`config.mk`:
```
export PLATFORM = sky130hd
export DESIGN_NAME = match_controller
export DESIGN_NICKNAME = d
export VERILOG_FILES = /design/src/rtl/match_pkg.sv /design/src/rtl/frame_tick_gen.sv /design/src/rtl/match_controller.sv
export SDC_FILE = /design/constraint.sdc
export NUM_CORES = 1
export LEC_CHECK = 0
export CORE_MARGIN = 3
export CORE_UTILIZATION = 53
export DETAILED_ROUTE_END_ITERATION = 10
export PLACE_DENSITY_LB_ADDON = 0.05
export SLEW_MARGIN = 10
export SYNTH_ARGS = -nofsm -noshare
export SYNTH_HDL_FRONTEND = slang
export SYNTH_SLANG_ARGS = --single-unit
```
`constraint.sdc`:
```
create_clock -name pclk -period 3.3 [get_ports pclk]
set_clock_uncertainty 0.1 [all_clocks]
set_input_delay 0.495 -clock pclk [delete_from_list [all_inputs] [get_ports pclk]]
set_output_delay 0.495 -clock pclk [all_outputs]
set_load 0.02 [all_outputs]
```
`src/rtl/match_pkg.sv`:
```
// rtl/match_pkg.sv - shared types and constants for the volleyball match sequencer
//
// Purpose: state encoding, side encoding and score width used by
// match_controller and its testbench.
package match_pkg;

  localparam int SCORE_W = 4;

  // Side encoding used for serve_side, winner and the pending rally side.
  localparam logic SIDE_PL1 = 1'b0;
  localparam logic SIDE_PL2 = 1'b1;

  typedef logic [SCORE_W-1:0] score_t;

  typedef enum logic [2:0] {
    IDLE,
    SERVE,
    PLAY,
    POINT_PAUSE,
    GAME_OVER
  } state_t;

endpackage

```
`src/rtl/frame_tick_gen.sv`:
```
// rtl/frame_tick_gen.sv - vsync edge detector plus shared frame counter
//
// Purpose: turns the vsync level into a one-cycle frame tick and counts
// ticks up to a programmable terminal value.
// Ports:
//   pclk, rst   pixel clock, synchronous active-high reset
//   vsync_in    raw vsync level from the timing chain
//   clr         force the counter back to zero
//   en          count ticks while high
//   terminal    last count value; count_done fires on the tick that hits it
//   tick        one-cycle pulse, one cycle after the vsync rising edge
//   count_done  tick & en & count == terminal
module frame_tick_gen #(
  parameter int CNT_W = 8
) (
  input  logic             pclk,
  input  logic             rst,
  input  logic             vsync_in,
  input  logic             clr,
  input  logic             en,
  input  logic [CNT_W-1:0] terminal,
  output logic             tick,
  output logic             count_done
);

  logic             vsync_q;
  logic             vsync_qq;
  logic [CNT_W-1:0] count;

  always_ff @(posedge pclk) begin
    if (rst) begin
      vsync_q  <= 1'b0;
      vsync_qq <= 1'b0;
    end else begin
      vsync_q  <= vsync_in;
      vsync_qq <= vsync_q;
    end
  end

  assign tick       = vsync_q & ~vsync_qq;
  assign count_done = tick & en & (count == terminal);

  // Wraps to zero on the terminal tick so the next counted phase starts
  // clean without an explicit clear from the sequencer.
  always_ff @(posedge pclk) begin
    if (rst || clr) begin
      count <= '0;
    end else if (tick && en) begin
      count <= (count == terminal) ? '0 : count + 1'b1;
    end
  end

endmodule

```
`src/rtl/match_controller.sv`:
```
// rtl/match_controller.sv - volleyball match sequencer: scores, serve, freeze and round timing
//
// Purpose: converts ball-floor events into scores, serve ownership and
// round/pause timing; every visible change lands on a frame tick.
// Optional feature: define SERVE_RULE_EN for the side-out rule (only the
// serving side scores; a rally lost by the server only moves the serve).
// Ports:
//   pclk, rst            pixel clock, synchronous active-high reset
//   vsync_in             vsync level; its rising edge is the frame tick
//   start_btn            level, starts/restarts a match on a tick
//   ball_floor_l/_r      one-cycle floor pulses (left = point to player 2)
//   scorepl1, scorepl2   player scores
//   serve_side           0 = player 1 serves, 1 = player 2 serves
//   freeze               hold physics and players
//   round_reset          one-cycle reposition pulse for a serve
//   game_over, winner    match finished and who won
module match_controller
  import match_pkg::*;
#(
  parameter int WIN_SCORE    = 15,
  parameter int PAUSE_FRAMES = 60,
  parameter int SERVE_FRAMES = 30
) (
  input  logic               pclk,
  input  logic               rst,
  input  logic               vsync_in,
  input  logic               start_btn,
  input  logic               ball_floor_l,
  input  logic               ball_floor_r,
  output logic [SCORE_W-1:0] scorepl1,
  output logic [SCORE_W-1:0] scorepl2,
  output logic               serve_side,
  output logic               freeze,
  output logic               round_reset,
  output logic               game_over,
  output logic               winner
);

  localparam int MAX_FR = (SERVE_FRAMES > PAUSE_FRAMES) ? SERVE_FRAMES : PAUSE_FRAMES;
  localparam int CNT_W  = $clog2(MAX_FR) + 1;
  localparam logic [CNT_W-1:0] SERVE_TERM = CNT_W'(SERVE_FRAMES - 1);
  localparam logic [CNT_W-1:0] PAUSE_TERM = CNT_W'(PAUSE_FRAMES - 1);
  localparam score_t WIN = score_t'(WIN_SCORE);

  state_t     state;
  logic       pending;
  logic       pend_side;
  logic       tick;
  logic       count_done;
  logic       start_go;
  logic       cnt_en;
  logic [CNT_W-1:0] terminal;
  score_t     won_score;

  assign start_go  = tick & start_btn & ((state == IDLE) || (state == GAME_OVER));
  assign cnt_en    = (state == SERVE) || (state == POINT_PAUSE);
  assign terminal  = (state == SERVE) ? SERVE_TERM : PAUSE_TERM;
  assign won_score = ((pend_side == SIDE_PL2) ? scorepl2 : scorepl1) + 1'b1;

  frame_tick_gen #(
    .CNT_W(CNT_W)
  ) u_frame_tick_gen (
    .pclk       (pclk),
    .rst        (rst),
    .vsync_in   (vsync_in),
    .clr        (start_go),
    .en         (cnt_en),
    .terminal   (terminal),
    .tick       (tick),
    .count_done (count_done)
  );

  always_ff @(posedge pclk) begin
    if (rst) begin
      state       <= IDLE;
      scorepl1    <= '0;
      scorepl2    <= '0;
      serve_side  <= SIDE_PL1;
      freeze      <= 1'b1;
      round_reset <= 1'b0;
      game_over   <= 1'b0;
      winner      <= SIDE_PL1;
      pending     <= 1'b0;
      pend_side   <= SIDE_PL1;
    end else begin
      round_reset <= 1'b0;
      case (state)
        IDLE, GAME_OVER: begin
          if (start_go) begin
            scorepl1    <= '0;
            scorepl2    <= '0;
            serve_side  <= SIDE_PL1;
            game_over   <= 1'b0;
            winner      <= SIDE_PL1;
            freeze      <= 1'b1;
            round_reset <= 1'b1;
            state       <= SERVE;
          end
        end
        SERVE: begin
          if (count_done) begin
            freeze <= 1'b0;
            state  <= PLAY;
          end
        end
        PLAY: begin
          if (tick && pending) begin
            pending    <= 1'b0;
            freeze     <= 1'b1;
            serve_side <= pend_side;
            state      <= POINT_PAUSE;
`ifdef SERVE_RULE_EN
            // Side-out: a rally won by the receiver only transfers the serve.
            if (pend_side == serve_side) begin
`else
            begin
`endif
              if (pend_side == SIDE_PL2) scorepl2 <= won_score;
              else                       scorepl1 <= won_score;
              if (won_score == WIN) begin
                game_over <= 1'b1;
                winner    <= pend_side;
                state     <= GAME_OVER;
              end
            end
          end else if (!pending && (ball_floor_l || ball_floor_r)) begin
            // Left floor hit wins a simultaneous pair: point to player 2.
            pending   <= 1'b1;
            pend_side <= ball_floor_l ? SIDE_PL2 : SIDE_PL1;
          end
        end
        POINT_PAUSE: begin
          if (count_done) begin
            round_reset <= 1'b1;
            state       <= SERVE;
          end
        end
        default: state <= IDLE;
      endcase
    end
  end

endmodule

```
* After elaboration in Yosys (flattened, before gate mapping) *
Index checks and enable logic that the tools add are counted.

word-level totals
  register bits = 27

operators by class
  add/sub/neg operators = 2
  equality and inequality tests = 13
  mux-type cells = 35
  bitwise gates (word level) = 7
  reduce and logical (&&, ||, !) cells = 21

operator list
  cell                                                             count
  4-bit two-way mux                                                6
  4-bit AND reduction                                              5
  4-bit case mux with 2 select lines                               2
  3-bit two-way mux                                                5
  1-bit two-way mux                                                14
  2-bit inequality test, second input constant                     6
  3-bit case mux with 4 select lines                               1
  1-bit case mux with 2 select lines                               4
  7-bit by 1-bit adder with 7-bit output, second input constant    1
  7-bit by 6-bit == test with 1-bit output                         1
  7-bit two-way mux                                                1
  3-bit by 2-bit == test with 1-bit output, second input constant  2
  6-bit two-way mux                                                1
  3-bit AND reduction                                              2
  1-bit bitwise AND                                                5
  4-bit by 1-bit adder with 4-bit output, second input constant    1
  4-bit == test, second input constant                             1
  1-bit logical OR                                                 4
  2-bit nonzero test                                               2
  3-bit by 1-bit == test with 1-bit output, second input constant  1
  3-bit == test, second input constant                             1
  1-bit logical AND                                                3
  3-bit logical NOT                                                1
  1-bit case mux with 3 select lines                               1
  6 further kinds                                                  7

* Longest topological paths before layout *
Gate-level depths: netlist of the first run.

  depth in word-level cells = 6
  gate-level depth with buffers = 9
  mapped depth without buffers = 7

* Hierarchy *
A second synthesis of the first run with hierarchy kept.

second synthesis, totals
  cell total of the unflattened synthesis = 172
  area, all modules = 1534.0 um^2

modules (own cells, without submodules)
  module            instances  cells an instance  area an instance (um^2)  seq. area each (um^2)
  match_controller  1          123                1074.8                   360.3
  frame_tick_gen    1          49                 459.2                    180.2

* Worst setup path before layout of the first run *
No wires, ideal clock.

  path kind = reg-to-reg
  start = register pend_side
  end = register game_over
  setup time = 0.074 ns
  arrival time = 2.090 ns
  setup slack = 1.036 ns
  cell stages (with the launch flop) = 9
  period minus slack after synthesis = 2.264 ns
  cells stage by stage = dfxtp_1 > buf_2 > buf_1 > mux2_2 > ha_1 > xnor2_1 > o211ai_2 > or2_1 > a31oi_1

on the way
  cells in the longest elaborated chain, start to end = 5

ends and longest elaborated chain
  what                                    line                     RTL
  start, declared                         match_controller.sv:47   logic pend_side;
  start signal, assigned                  match_controller.sv:129  pend_side <= ball_floor_l ? SIDE_PL2 : SIDE_PL1;
  4-bit two-way mux                       match_controller.sv:58   assign won_score = ((pend_side == SIDE_PL2) ? scorepl2 : scorepl1) + 1'b1;
  4-bit by 1-bit adder with 4-bit output  match_controller.sv:58
  4-bit == test                           match_controller.sv:120  if (won_score == WIN) begin
  2-bit inequality test (no line)         --
  4-bit AND reduction (no line)           --
  end signal, assigned                    match_controller.sv:81   game_over <= 1'b0;
  end signal, assigned                    match_controller.sv:93   game_over <= 1'b0;
  end signal, assigned                    match_controller.sv:121  game_over <= 1'b1;
  end, declared                           match_controller.sv:35   output logic game_over,

No other way between the ends.
A chain may end at the register's enable or synchronous reset.

* Worst setup path after layout of the first run *
Ends and elaborated chain as after synthesis.

==> results of run 1 <==
-- cells in the final DEF, fill, tap and decap left out, types with 3 or more instances in the layout --
master,instances
sky130_fd_sc_hd__a21oi_1,9
sky130_fd_sc_hd__a22oi_1,3
sky130_fd_sc_hd__a31oi_1,5
sky130_fd_sc_hd__clkbuf_4,3
sky130_fd_sc_hd__clkdlybuf4s50_1,18
sky130_fd_sc_hd__dfxtp_1,27
sky130_fd_sc_hd__ha_1,3
sky130_fd_sc_hd__mux2i_1,5
sky130_fd_sc_hd__nand2_1,13
sky130_fd_sc_hd__nand3_1,4
sky130_fd_sc_hd__nand4_1,3
sky130_fd_sc_hd__nor2_1,19
sky130_fd_sc_hd__nor2_2,7
sky130_fd_sc_hd__o21ai_0,3
sky130_fd_sc_hd__xnor2_1,4
sky130_fd_sc_hd__xor2_1,4
-- routing by layer --
metal / wire length [um] / up-vias / track usage
li1: - / 577 / -
met1: 1270 / 519 / 0.227
met2: 1150 / 25 / 0.248
met3: 157 / 5 / 0.0633
met4: 19 / 0 / 0.0497
met5: 0 / - / 0
-- cells by family (layout without fill, tap and decap cells) --
family,count (synthesis),after routing,synth area share
xor gates and xnor gates,8,8,0.0509
and+or+nand+nor,71,71,0.292
AOI/OAI and AO/OA,29,29,0.156
buffers and inverters,9,25,0.0372
muxes,6,6,0.0445
adders and majority gates,3,3,0.0273
DFF,27,27,0.392
-- cell type report --
cell class                 instances  area share
inverter                           2     0.00474
tap                               28      0.0221
clock buffer                       4      0.0166
multi-input combinational        117       0.496
sequential                        27       0.342
timing repair buffer              19       0.119
-- critical path: cells and delay by family, from the launching register on --
family	cells	cell delay, ns
AO/OA/AOI/OAI	2	0.32
XOR/XNOR	1	0.20
adder cells (fa/ha/maj)	1	0.26
flip-flops	1	0.73
multiplexers	1	0.42
AND/OR/NAND/NOR	1	0.25
-- registers in the layout, indices dropped and copies added (netlist names), 3 cells and up --
signal / count
scorepl1: 4
scorepl2: 4
state: 3
u_frame_tick_gen.count: 7
-- power breakdown --
| group | internal [mW] | leakage, nW | switching (mW) |
|---|---|---|---|
| registers | 0.332 | 0.218 | 0.00929 |
| logic | 0.0232 | 0.339 | 0.0283 |
| clock network | 0.0475 | 0.0150 | 0.0966 |
| total | 0.402 | 0.572 | 0.134 |
-- path summary, 6_finish.rpt --
| check | start | end | slack, ns | depth (start not counted) |
|---|---|---|---|---|
| setup / recovery | pend_side | game_over | 0.96 | 6 |
| hold / removal | serve_side | serve_side | 0.37 | 2 |
| setup reg to reg | pend_side | game_over | 0.96 | 6 |
| hold reg to reg | serve_side | serve_side | 0.37 | 2 |
-- per-stage QoR --
stage	setup WS (ns)	cell area, um2	power [mW]
floorplan	1.04	1380	0.387
global placement	1.08	1560	0.399
detailed placement	1.01	1560	0.399
CTS	0.970	1580	0.542
global route	0.855	1580	0.559
finish	0.960	1580	0.536
==> impl_metrics.prom, run 1 <==
# TYPE chip_impl_metric gauge
chip_impl_metric{name="register_area",unit="um2"} 541
chip_impl_metric{name="global_route_wire_length_before_repair",unit="um"} 4370
chip_impl_metric{name="cts.clk_slew.worst_paths",unit="ns"} 0.14
chip_impl_metric{name="hold_buffers",unit=""} 0
chip_impl_metric{name="antennaDiodeCount",unit=""} 0
chip_impl_metric{name="wl_per_cell",unit="um"} 13.2
chip_impl_metric{name="synth_area_per_cell",unit="um2"} 9.00
chip_impl_info{name="rsz0062_at_grt",value="false"} 1
chip_impl_metric{name="routabilityCongestion",unit=""} 0.801
chip_impl_metric{name="first_pass_iters",unit=""} 4
chip_impl_info{name="yosys-top-cells-count",value="27 x sky130_fd_sc_hd__dfxtp_1, 19 x sky130_fd_sc_hd__nor2_1, 13 x sky130_fd_sc_hd__nand2_1"} 1
chip_impl_metric{name="fp.dieArea",unit="um2"} 3250
chip_impl_info{name="main_area_contributors_after_synthesis",value="sky130_fd_sc_hd__dfxtp_1 39%, sky130_fd_sc_hd__nor2_1 5.2%, sky130_fd_sc_hd__mux2i_1 3.6%, sky130_fd_sc_hd__nand2_1 3.5%, sky130_fd_sc_hd__a21oi_1 3.3%"} 1
chip_impl_metric{name="flow.area_growth_from_synthesis",unit="%"} 14.9
chip_impl_metric{name="instances_no_fill",unit=""} 197
chip_impl_metric{name="timing.final.crit_share",unit=""} 0.709
chip_impl_metric{name="syn_area",unit="um2"} 1380
chip_impl_metric{name="grt.total_usage",unit=""} 0.167
chip_impl_metric{name="mappedNetlistNets",unit=""} 162
chip_impl_metric{name="slew_headroom",unit=""} 0.604
chip_impl_metric{name="design.final.nets",unit=""} 179
chip_impl_metric{name="leakage",unit="nW"} 0.572
chip_impl_metric{name="worstPathRequired",unit="ns"} 3.47
chip_impl_metric{name="global_route.overflow_total",unit=""} 0
chip_impl_info{name="cp_cell_sequence",value="mux2_2, ha_1, xnor2_1, o211ai_2, or2_1, a31oi_1"} 1
chip_impl_metric{name="peakVddDrop",unit="uV"} 295
chip_impl_info{name="root_buffer",value="sky130_fd_sc_hd__clkbuf_4"} 1
chip_impl_metric{name="grt_antenna_before_repair",unit=""} 0
chip_impl_info{name="crit_path_top_delay_cell",value="sky130_fd_sc_hd__dfxtp_1"} 1
chip_impl_metric{name="worst_skew_pair.late_latency",unit="ns"} 0.33
chip_impl_metric{name="antenna_left",unit=""} 0
chip_impl_metric{name="synthDistinctLibCells",unit=""} 46
chip_impl_metric{name="synth_enable_flop_cells",unit=""} 0
chip_impl_info{name="dominant_cell_type_by_area_after_synthesis",value="sky130_fd_sc_hd__dfxtp_1"} 1
chip_impl_metric{name="cp.arrival",unit="ns"} 2.51
chip_impl_metric{name="yosys_warnings",unit=""} 0
chip_impl_metric{name="wirelength",unit="um"} 2600
chip_impl_metric{name="post_route_cells_drive_above_1_share",unit=""} 0.118
chip_impl_info{name="path_class",value="flip-flop to flip-flop"} 1
chip_impl_metric{name="final.hold.worst_slack",unit="ns"} 0.366
chip_impl_metric{name="number_of_buffers_created_by_cts",unit=""} 3
chip_impl_metric{name="yosys_register_bits",unit=""} 27
chip_impl_metric{name="ios",unit=""} 19
chip_impl_metric{name="post-synth-top-area-fraction",unit=""} 0.392
chip_impl_metric{name="finalCoreUtilization",unit=""} 0.676
chip_impl_metric{name="place.detailed.instances",unit=""} 193
chip_impl_metric{name="min_period",unit="ns"} 2.34
chip_impl_metric{name="synth_seq_area_share",unit=""} 0.392
chip_impl_metric{name="clock_tree.buffer_depth",unit=""} 2
chip_impl_info{name="synth_most_common_cell",value="sky130_fd_sc_hd__dfxtp_1"} 1
chip_impl_metric{name="initial_utilization",unit=""} 0.589
chip_impl_info{name="holdCritPathClass",value="flip-flop to flip-flop"} 1
chip_impl_metric{name="port_buffers",unit=""} 18
chip_impl_metric{name="grt_max_degree",unit=""} 22
chip_impl_metric{name="h-tree-depth",unit=""} 1
chip_impl_metric{name="row_count",unit=""} 17
chip_impl_metric{name="detail_route.drc_violations",unit=""} 0
chip_impl_metric{name="syn_inst",unit=""} 153
chip_impl_metric{name="cts.repair_timing.setup_buffer_count",unit=""} 0
chip_impl_metric{name="die-width",unit="um"} 57.0
chip_impl_metric{name="asyncSetResetFlopFracSynth",unit=""} 0
chip_impl_metric{name="tns",unit="ns"} 0
chip_impl_metric{name="overall_die_height",unit="um"} 57.0
chip_impl_metric{name="fillCellCount",unit=""} 216
chip_impl_info{name="cts_tree",value="yes"} 1
chip_impl_metric{name="maxClockFrequency",unit="MHz"} 427
chip_impl_metric{name="via_count_of_the_first_global_routing_pass",unit=""} 1017
chip_impl_metric{name="hold_viol_final",unit=""} 0
chip_impl_metric{name="drt_iter0_drc",unit=""} 35
chip_impl_metric{name="clock_sinks",unit=""} 27
chip_impl_metric{name="final-setup-viol-count",unit=""} 0
chip_impl_metric{name="critical_path.max_fanout",unit=""} 16
chip_impl_metric{name="area_of_combinational_cells_with_multiple_inputs",unit="um2"} 786
chip_impl_metric{name="max_cap_viol_count",unit=""} 0
chip_impl_metric{name="power_density",unit="nW/um2"} 339
chip_impl_metric{name="detailedPlacementHpwl",unit="um"} 1970
chip_impl_metric{name="core_area",unit="um2"} 2340
chip_impl_metric{name="report.final.slew_viol_count",unit=""} 0
chip_impl_info{name="worst_setup_path_end_kind",value="flip-flop"} 1
chip_impl_info{name="start_kind",value="flip-flop"} 1
chip_impl_metric{name="avgViaCountPerCell",unit=""} 5.72
chip_impl_metric{name="num_vias",unit=""} 1126
chip_impl_metric{name="cts.repair.resized",unit=""} 0
chip_impl_info{name="run_status",value="finished, final reports clean"} 1
chip_impl_metric{name="critical_path.max_stage_delay",unit="ns"} 0.73
chip_impl_info{name="synth_flop_cell",value="sky130_fd_sc_hd__dfxtp_1"} 1
chip_impl_metric{name="max_slew.worst_pin.slew",unit="ns"} 0.594
Note: power is estimated with default switching activity, not from simulation.
==> run 2: changes to the inputs <==
Clock period 3.3 ns to 2.3 ns, I/O delays scaled along.
==> impl_metrics.prom, run 2 (same netlist as run 1, synthesis figures left out) <==
# TYPE chip_impl_metric gauge
chip_impl_info{name="final_cell_mix",value="27 x sky130_fd_sc_hd__dfxtp_1, 19 x sky130_fd_sc_hd__nor2_1, 18 x sky130_fd_sc_hd__clkdlybuf4s50_1"} 1
chip_impl_info{name="crit_path_start",value="pend_side"} 1
chip_impl_metric{name="combinational_cell_fraction_of_total_power",unit=""} 0.103
chip_impl_metric{name="via_count_of_the_first_global_routing_pass",unit=""} 1023
chip_impl_info{name="root_buffer",value="sky130_fd_sc_hd__clkbuf_4"} 1
chip_impl_metric{name="power.clock.fraction",unit=""} 0.266
chip_impl_metric{name="overall_die_height",unit="um"} 57.0
chip_impl_metric{name="power_density",unit="nW/um2"} 485
chip_impl_metric{name="r2r_cells",unit=""} 6
chip_impl_metric{name="instances_no_fill",unit=""} 198
chip_impl_info{name="worst_r2r_endpoint",value="game_over"} 1
chip_impl_metric{name="wl_per_cell",unit="um"} 14.3
chip_impl_metric{name="crit_buf_inv",unit=""} 0
chip_impl_metric{name="worst_skew_pair.late_latency",unit="ns"} 0.33
chip_impl_info{name="crit_path_top_delay_cell",value="sky130_fd_sc_hd__dfxtp_1"} 1
chip_impl_metric{name="antennaDiodeCount",unit=""} 0
chip_impl_metric{name="global_route_wire_length_before_repair",unit="um"} 4690
chip_impl_metric{name="min_period",unit="ns"} 2.07
chip_impl_metric{name="maxClockFrequency",unit="MHz"} 483
chip_impl_metric{name="number_of_buffers_created_by_cts",unit=""} 3
chip_impl_metric{name="die-width",unit="um"} 57.0
chip_impl_metric{name="tns",unit="ns"} 0
chip_impl_info{name="top_layer_used",value="met4"} 1
chip_impl_metric{name="avgViaCountPerCell",unit=""} 5.93
chip_impl_metric{name="power.sequential.fraction",unit=""} 0.631
chip_impl_metric{name="routed-wl-met2",unit="um"} 1240
chip_impl_metric{name="num_vias",unit=""} 1174
chip_impl_metric{name="fillCellCount",unit=""} 190
chip_impl_metric{name="drt_iter0_drc",unit=""} 36
chip_impl_metric{name="power.switching",unit="mW"} 0.193
chip_impl_info{name="worst_path_dominant_cell_family",value="flip-flops"} 1
chip_impl_metric{name="global_route.overflow_total",unit=""} 0
chip_impl_info{name="register_name_with_the_most_flops",value="u_frame_tick_gen.count"} 1
chip_impl_metric{name="register_area",unit="um2"} 541
chip_impl_metric{name="final.hold.worst_slack",unit="ns"} 0.376
chip_impl_metric{name="dpl_cell_area",unit="um2"} 1560
chip_impl_metric{name="max_cap_viol_count",unit=""} 0
chip_impl_metric{name="design.final.nets",unit=""} 180
chip_impl_metric{name="port_buffers",unit=""} 18
chip_impl_metric{name="flow.area_growth_from_synthesis",unit="%"} 15.4
chip_impl_metric{name="hold_buffers",unit=""} 0
chip_impl_metric{name="worstPathRequired",unit="ns"} 2.47
chip_impl_info{name="run_status",value="finished, final reports clean"} 1
chip_impl_info{name="worstReg2RegStart",value="pend_side"} 1
chip_impl_metric{name="ios",unit=""} 19
chip_impl_metric{name="grt.total_usage",unit=""} 0.183
chip_impl_metric{name="grt_antenna_before_repair",unit=""} 0
chip_impl_metric{name="place.detailed.instances",unit=""} 194
chip_impl_metric{name="first_pass_iters",unit=""} 4
chip_impl_metric{name="area_of_combinational_cells_with_multiple_inputs",unit="um2"} 786
chip_impl_metric{name="intPower",unit="mW"} 0.578
chip_impl_metric{name="switching_part_of_the_total_power",unit=""} 0.251
chip_impl_metric{name="max_slew.worst_pin.slew",unit="ns"} 0.416
chip_impl_metric{name="h-tree-depth",unit=""} 1
chip_impl_metric{name="slew_headroom",unit=""} 0.723
chip_impl_metric{name="dp_worst_slack",unit="ns"} 0.278
chip_impl_metric{name="cts.repair.resized",unit=""} 0
chip_impl_info{name="path_class",value="flip-flop to flip-flop"} 1
chip_impl_metric{name="finalWorstSetupSlack",unit="ns"} 0.231
chip_impl_metric{name="wirelength_met1",unit="um"} 1390
chip_impl_metric{name="critical_path.max_fanout",unit=""} 6
chip_impl_info{name="worstHoldStart",value="serve_side"} 1
chip_impl_metric{name="wl_met3",unit="um"} 136
chip_impl_metric{name="grt_max_degree",unit=""} 21
chip_impl_metric{name="design_area",unit="um2"} 1590
chip_impl_metric{name="initial_utilization",unit=""} 0.589
chip_impl_metric{name="timing.final.crit_share",unit=""} 0.900
chip_impl_info{name="cp_cell_sequence",value="mux2_2, ha_1, xnor2_1, o211ai_2, or2_1, a31oi_1"} 1
chip_impl_info{name="worst_min_delay_path_endpoint",value="serve_side"} 1
chip_impl_info{name="start_kind",value="flip-flop"} 1
chip_impl_metric{name="clock_sinks",unit=""} 27
chip_impl_info{name="holdCritPathClass",value="flip-flop to flip-flop"} 1
chip_impl_metric{name="totalPowerFinal",unit="mW"} 0.772
chip_impl_metric{name="report.final.slew_viol_count",unit=""} 0
chip_impl_metric{name="detailedPlacementHpwl",unit="um"} 2090
chip_impl_metric{name="fp.dieArea",unit="um2"} 3250
chip_impl_metric{name="leakage",unit="nW"} 0.578
chip_impl_metric{name="wirelength",unit="um"} 2830
chip_impl_metric{name="hold-path-cell-count",unit=""} 2
chip_impl_metric{name="post_route_cells_drive_above_1_share",unit=""} 0.124
chip_impl_info{name="worst_setup_path_end_kind",value="flip-flop"} 1
chip_impl_info{name="final_common_cell",value="sky130_fd_sc_hd__dfxtp_1"} 1
chip_impl_metric{name="cts.repair_timing.setup_buffer_count",unit=""} 0
chip_impl_metric{name="routabilityCongestion",unit=""} 0.828
chip_impl_metric{name="peakVddDrop",unit="uV"} 454
chip_impl_metric{name="cts.clk_slew.worst_paths",unit="ns"} 0.14
chip_impl_info{name="rsz0062_at_grt",value="false"} 1
chip_impl_metric{name="largest_reg_flops",unit=""} 7
chip_impl_info{name="largest_registers_ranked_by_flip_flop_count",value="u_frame_tick_gen.count x7, scorepl1 x4, scorepl2 x4"} 1
chip_impl_metric{name="antenna_left",unit=""} 0
chip_impl_metric{name="row_count",unit=""} 17
chip_impl_metric{name="clock_tree.buffer_depth",unit=""} 2
chip_impl_metric{name="hold_viol_final",unit=""} 0
chip_impl_info{name="cts_tree",value="yes"} 1
chip_impl_metric{name="r2r_setup_slack",unit="ns"} 0.23
chip_impl_metric{name="final-setup-viol-count",unit=""} 0
chip_impl_metric{name="critical_path.max_stage_delay",unit="ns"} 0.49
chip_impl_metric{name="core_area",unit="um2"} 2340
chip_impl_metric{name="finalCoreUtilization",unit=""} 0.680
chip_impl_metric{name="cp.arrival",unit="ns"} 2.24
chip_impl_metric{name="detail_route.drc_violations",unit=""} 0
==> run 2: cell types whose count changed in the layout (fill, tap and decap cells not counted), sizes merged <==
cell  before  now
buf        1    2
==> run 2: worst min-delay path, stage by stage, from the launching register on <==
cell	delay (ns)
sky130_fd_sc_hd__dfxtp_1	0.34
sky130_fd_sc_hd__nand2_1	0.05
sky130_fd_sc_hd__a21oi_1	0.05
==> run 2: final cells by class <==
cell class	count	area share
inverter	2	0.00472
tap	28	0.0220
sequential	27	0.340
clock buffer	4	0.0165
multi-input combinational	117	0.494
timing repair buffer	20	0.123
==> run 2: worst max path at each step <==
| stage | to | slack (ns) | cells after the start |
|---|---|---|---|
| floorplan | game_over | 0.04 | 8 |
| global placement | game_over | 0.35 | 6 |
| detailed placement | game_over | 0.28 | 6 |
| CTS | game_over | 0.24 | 6 |
| global route | game_over | 0.14 | 6 |
| finish | game_over | 0.23 | 6 |
==> run 2: metal layers <==
layer  vias to the layer above  track usage
li1                        576            -
met1                       561        0.262
met2                        30        0.268
met3                         7       0.0271
met4                         0       0.0894
met5                         -            0
==> run 2: power by group through the flow <==
| stage | Combinational [mW] | Sequential [mW] | Clock, mW |
|---|---|---|---|
| 5_1_grt | 0.0868 | 0.489 | 0.235 |
| 2_1_floorplan | 0.0625 | 0.493 | 0 |
| 4_1_cts | 0.0793 | 0.486 | 0.213 |
| 3_5_place_dp | 0.0791 | 0.496 | 0 |
| 3_3_place_gp | 0.0782 | 0.496 | 0 |
| 6_report | 0.0795 | 0.487 | 0.205 |
==> run 3: changes to the inputs <==
Settings changed: CORE_UTILIZATION 53 to 55, CTS_BUF_LIST set to sky130_fd_sc_hd__clkbuf_4.
==> impl_metrics.prom, run 3 (same netlist as run 1, synthesis figures left out) <==
# TYPE chip_impl_metric gauge
chip_impl_metric{name="routabilityCongestion",unit=""} 0.846
chip_impl_metric{name="cts.clk_slew.worst_paths",unit="ns"} 0.15
chip_impl_metric{name="totalPowerFinal",unit="mW"} 0.781
chip_impl_metric{name="combinational_cell_fraction_of_total_power",unit=""} 0.101
chip_impl_metric{name="cts.repair_timing.setup_buffer_count",unit=""} 0
chip_impl_metric{name="power.switching",unit="mW"} 0.204
chip_impl_metric{name="critical_path.max_fanout",unit=""} 6
chip_impl_metric{name="tns",unit="ns"} 0
chip_impl_info{name="start_kind",value="flip-flop"} 1
chip_impl_metric{name="clock_tree.buffer_depth",unit=""} 2
chip_impl_metric{name="wirelength",unit="um"} 2790
chip_impl_metric{name="h-tree-depth",unit=""} 1
chip_impl_metric{name="power.sequential.fraction",unit=""} 0.622
chip_impl_metric{name="post_route_cells_drive_above_1_share",unit=""} 0.129
chip_impl_metric{name="initial_utilization",unit=""} 0.600
chip_impl_metric{name="max_slew.worst_pin.slew",unit="ns"} 0.403
chip_impl_metric{name="antennaDiodeCount",unit=""} 0
chip_impl_metric{name="cts.repair.resized",unit=""} 0
chip_impl_metric{name="grt_antenna_before_repair",unit=""} 0
chip_impl_info{name="rsz0062_at_grt",value="false"} 1
chip_impl_metric{name="hold_viol_final",unit=""} 0
chip_impl_metric{name="clock_sinks",unit=""} 27
chip_impl_metric{name="die-width",unit="um"} 56.0
chip_impl_metric{name="first_pass_iters",unit=""} 4
chip_impl_info{name="cts_tree",value="yes"} 1
chip_impl_metric{name="report.final.slew_viol_count",unit=""} 0
chip_impl_metric{name="global_route.overflow_total",unit=""} 0
chip_impl_metric{name="core_area",unit="um2"} 2300
chip_impl_metric{name="slew_headroom",unit=""} 0.731
chip_impl_metric{name="ios",unit=""} 19
chip_impl_metric{name="final-setup-viol-count",unit=""} 0
chip_impl_metric{name="design.final.nets",unit=""} 180
chip_impl_metric{name="timing.final.crit_share",unit=""} 0.892
chip_impl_metric{name="via_count_of_the_first_global_routing_pass",unit=""} 1105
chip_impl_metric{name="maxClockFrequency",unit="MHz"} 487
chip_impl_metric{name="row_count",unit=""} 17
chip_impl_metric{name="switching_part_of_the_total_power",unit=""} 0.262
chip_impl_info{name="path_class",value="flip-flop to flip-flop"} 1
chip_impl_metric{name="grt.total_usage",unit=""} 0.188
chip_impl_metric{name="max_cap_viol_count",unit=""} 0
chip_impl_metric{name="critical_path.max_stage_delay",unit="ns"} 0.48
chip_impl_metric{name="power.clock.fraction",unit=""} 0.277
chip_impl_metric{name="wl_per_cell",unit="um"} 14.1
chip_impl_metric{name="global_route_wire_length_before_repair",unit="um"} 4730
chip_impl_metric{name="largest_reg_flops",unit=""} 7
chip_impl_metric{name="drt_iter0_drc",unit=""} 19
chip_impl_info{name="run_status",value="finished, final reports clean"} 1
chip_impl_metric{name="peakVddDrop",unit="uV"} 309
chip_impl_info{name="register_name_with_the_most_flops",value="u_frame_tick_gen.count"} 1
chip_impl_metric{name="hold_buffers",unit=""} 0
chip_impl_info{name="holdCritPathClass",value="flip-flop to flip-flop"} 1
chip_impl_metric{name="intPower",unit="mW"} 0.577
chip_impl_metric{name="port_buffers",unit=""} 18
chip_impl_metric{name="cp.arrival",unit="ns"} 2.23
chip_impl_metric{name="min_period",unit="ns"} 2.05
chip_impl_info{name="worst_setup_path_end_kind",value="flip-flop"} 1
chip_impl_info{name="crit_path_top_delay_cell",value="sky130_fd_sc_hd__dfxtp_1"} 1
chip_impl_metric{name="grt_max_degree",unit=""} 21
chip_impl_metric{name="overall_die_height",unit="um"} 56.0
chip_impl_metric{name="worst_skew_pair.late_latency",unit="ns"} 0.33
chip_impl_metric{name="number_of_buffers_created_by_cts",unit=""} 3
chip_impl_metric{name="flow.area_growth_from_synthesis",unit="%"} 15.7
chip_impl_metric{name="fp.dieArea",unit="um2"} 3140
chip_impl_info{name="final_cell_mix",value="27 x sky130_fd_sc_hd__dfxtp_1, 19 x sky130_fd_sc_hd__nor2_1, 18 x sky130_fd_sc_hd__clkdlybuf4s50_1"} 1
chip_impl_metric{name="avgViaCountPerCell",unit=""} 5.77
chip_impl_info{name="root_buffer",value="sky130_fd_sc_hd__clkbuf_4"} 1
chip_impl_info{name="cp_cell_sequence",value="mux2_2, ha_1, xnor2_1, o211ai_2, or2_1, a31oi_1"} 1
chip_impl_metric{name="power_density",unit="nW/um2"} 490
chip_impl_metric{name="antenna_left",unit=""} 0
chip_impl_info{name="final_common_cell",value="sky130_fd_sc_hd__dfxtp_1"} 1
chip_impl_metric{name="num_vias",unit=""} 1142
chip_impl_metric{name="detailedPlacementHpwl",unit="um"} 2110
chip_impl_metric{name="leakage",unit="nW"} 0.577
chip_impl_metric{name="worstPathRequired",unit="ns"} 2.47
chip_impl_info{name="largest_registers_ranked_by_flip_flop_count",value="u_frame_tick_gen.count x7, scorepl1 x4, scorepl2 x4"} 1
chip_impl_metric{name="detail_route.drc_violations",unit=""} 0
==> run 3: metal layers <==
layer | vias to the layer above | routed length (um) | track usage | share of wire
met1 | 529 | 1260 | 0.228 | 0.45
met2 | 28 | 1370 | 0.321 | 0.49
met5 | - | 0 | 0 | 0
li1 | 580 | - | - | -
met3 | 5 | 111 | 0.0325 | 0.040
met4 | 0 | 46 | 0.0847 | 0.017
==> run 3: final timing paths <==
path	cells past startpoint	end	slack, ns	start
worst min register to register	1	freeze	0.39	freeze
worst max register to register	6	game_over	0.25	pend_side
worst min-delay path	1	freeze	0.39	freeze
worst max-delay path	6	game_over	0.25	pend_side
==> run 3: layout make-up <==
type | instances | area [um2]
clock buffer | 3 | 22.5
multi-input combinational | 117 | 786
sequential | 27 | 541
inverter | 2 | 7.51
timing repair buffer | 20 | 195
fill | 189 | 703
tap | 28 | 35.0
clock inverter | 1 | 7.51
==> run 3: per-stage QoR <==
stage                     instance area [um2]  utilization  hold WS (ns)  setup slack, ns  std cells
after floorplan                          1380            -         0.371           0.0360        153
after global placement                   1560        0.681         0.347            0.355        194
after detailed placement                 1560        0.681         0.367            0.277        194
after CTS                                1590        0.694         0.397            0.249        198
after global routing                     1590        0.694         0.413           0.0994        198
final                                    1590        0.694         0.394            0.249        198
==> run 3: critical path, delay by kind of cell (launching register included) <==
family          cells  cell delay [ns]
flops               1             0.48
fa+ha+maj           1             0.26
compound gates      2             0.31
simple gates        1             0.26
xor+xnor            1             0.20
mux                 1             0.38
==> run 3: power groups by stage <==
| stage | logic, mW | clock network [mW] | registers (mW) |
|---|---|---|---|
| final | 0.0789 | 0.216 | 0.486 |
| after global routing | 0.0859 | 0.243 | 0.488 |
| after CTS | 0.0793 | 0.226 | 0.487 |
| after detailed placement | 0.0786 | 0 | 0.497 |
| after global placement | 0.0774 | 0 | 0.496 |
| after floorplan | 0.0625 | 0 | 0.493 |
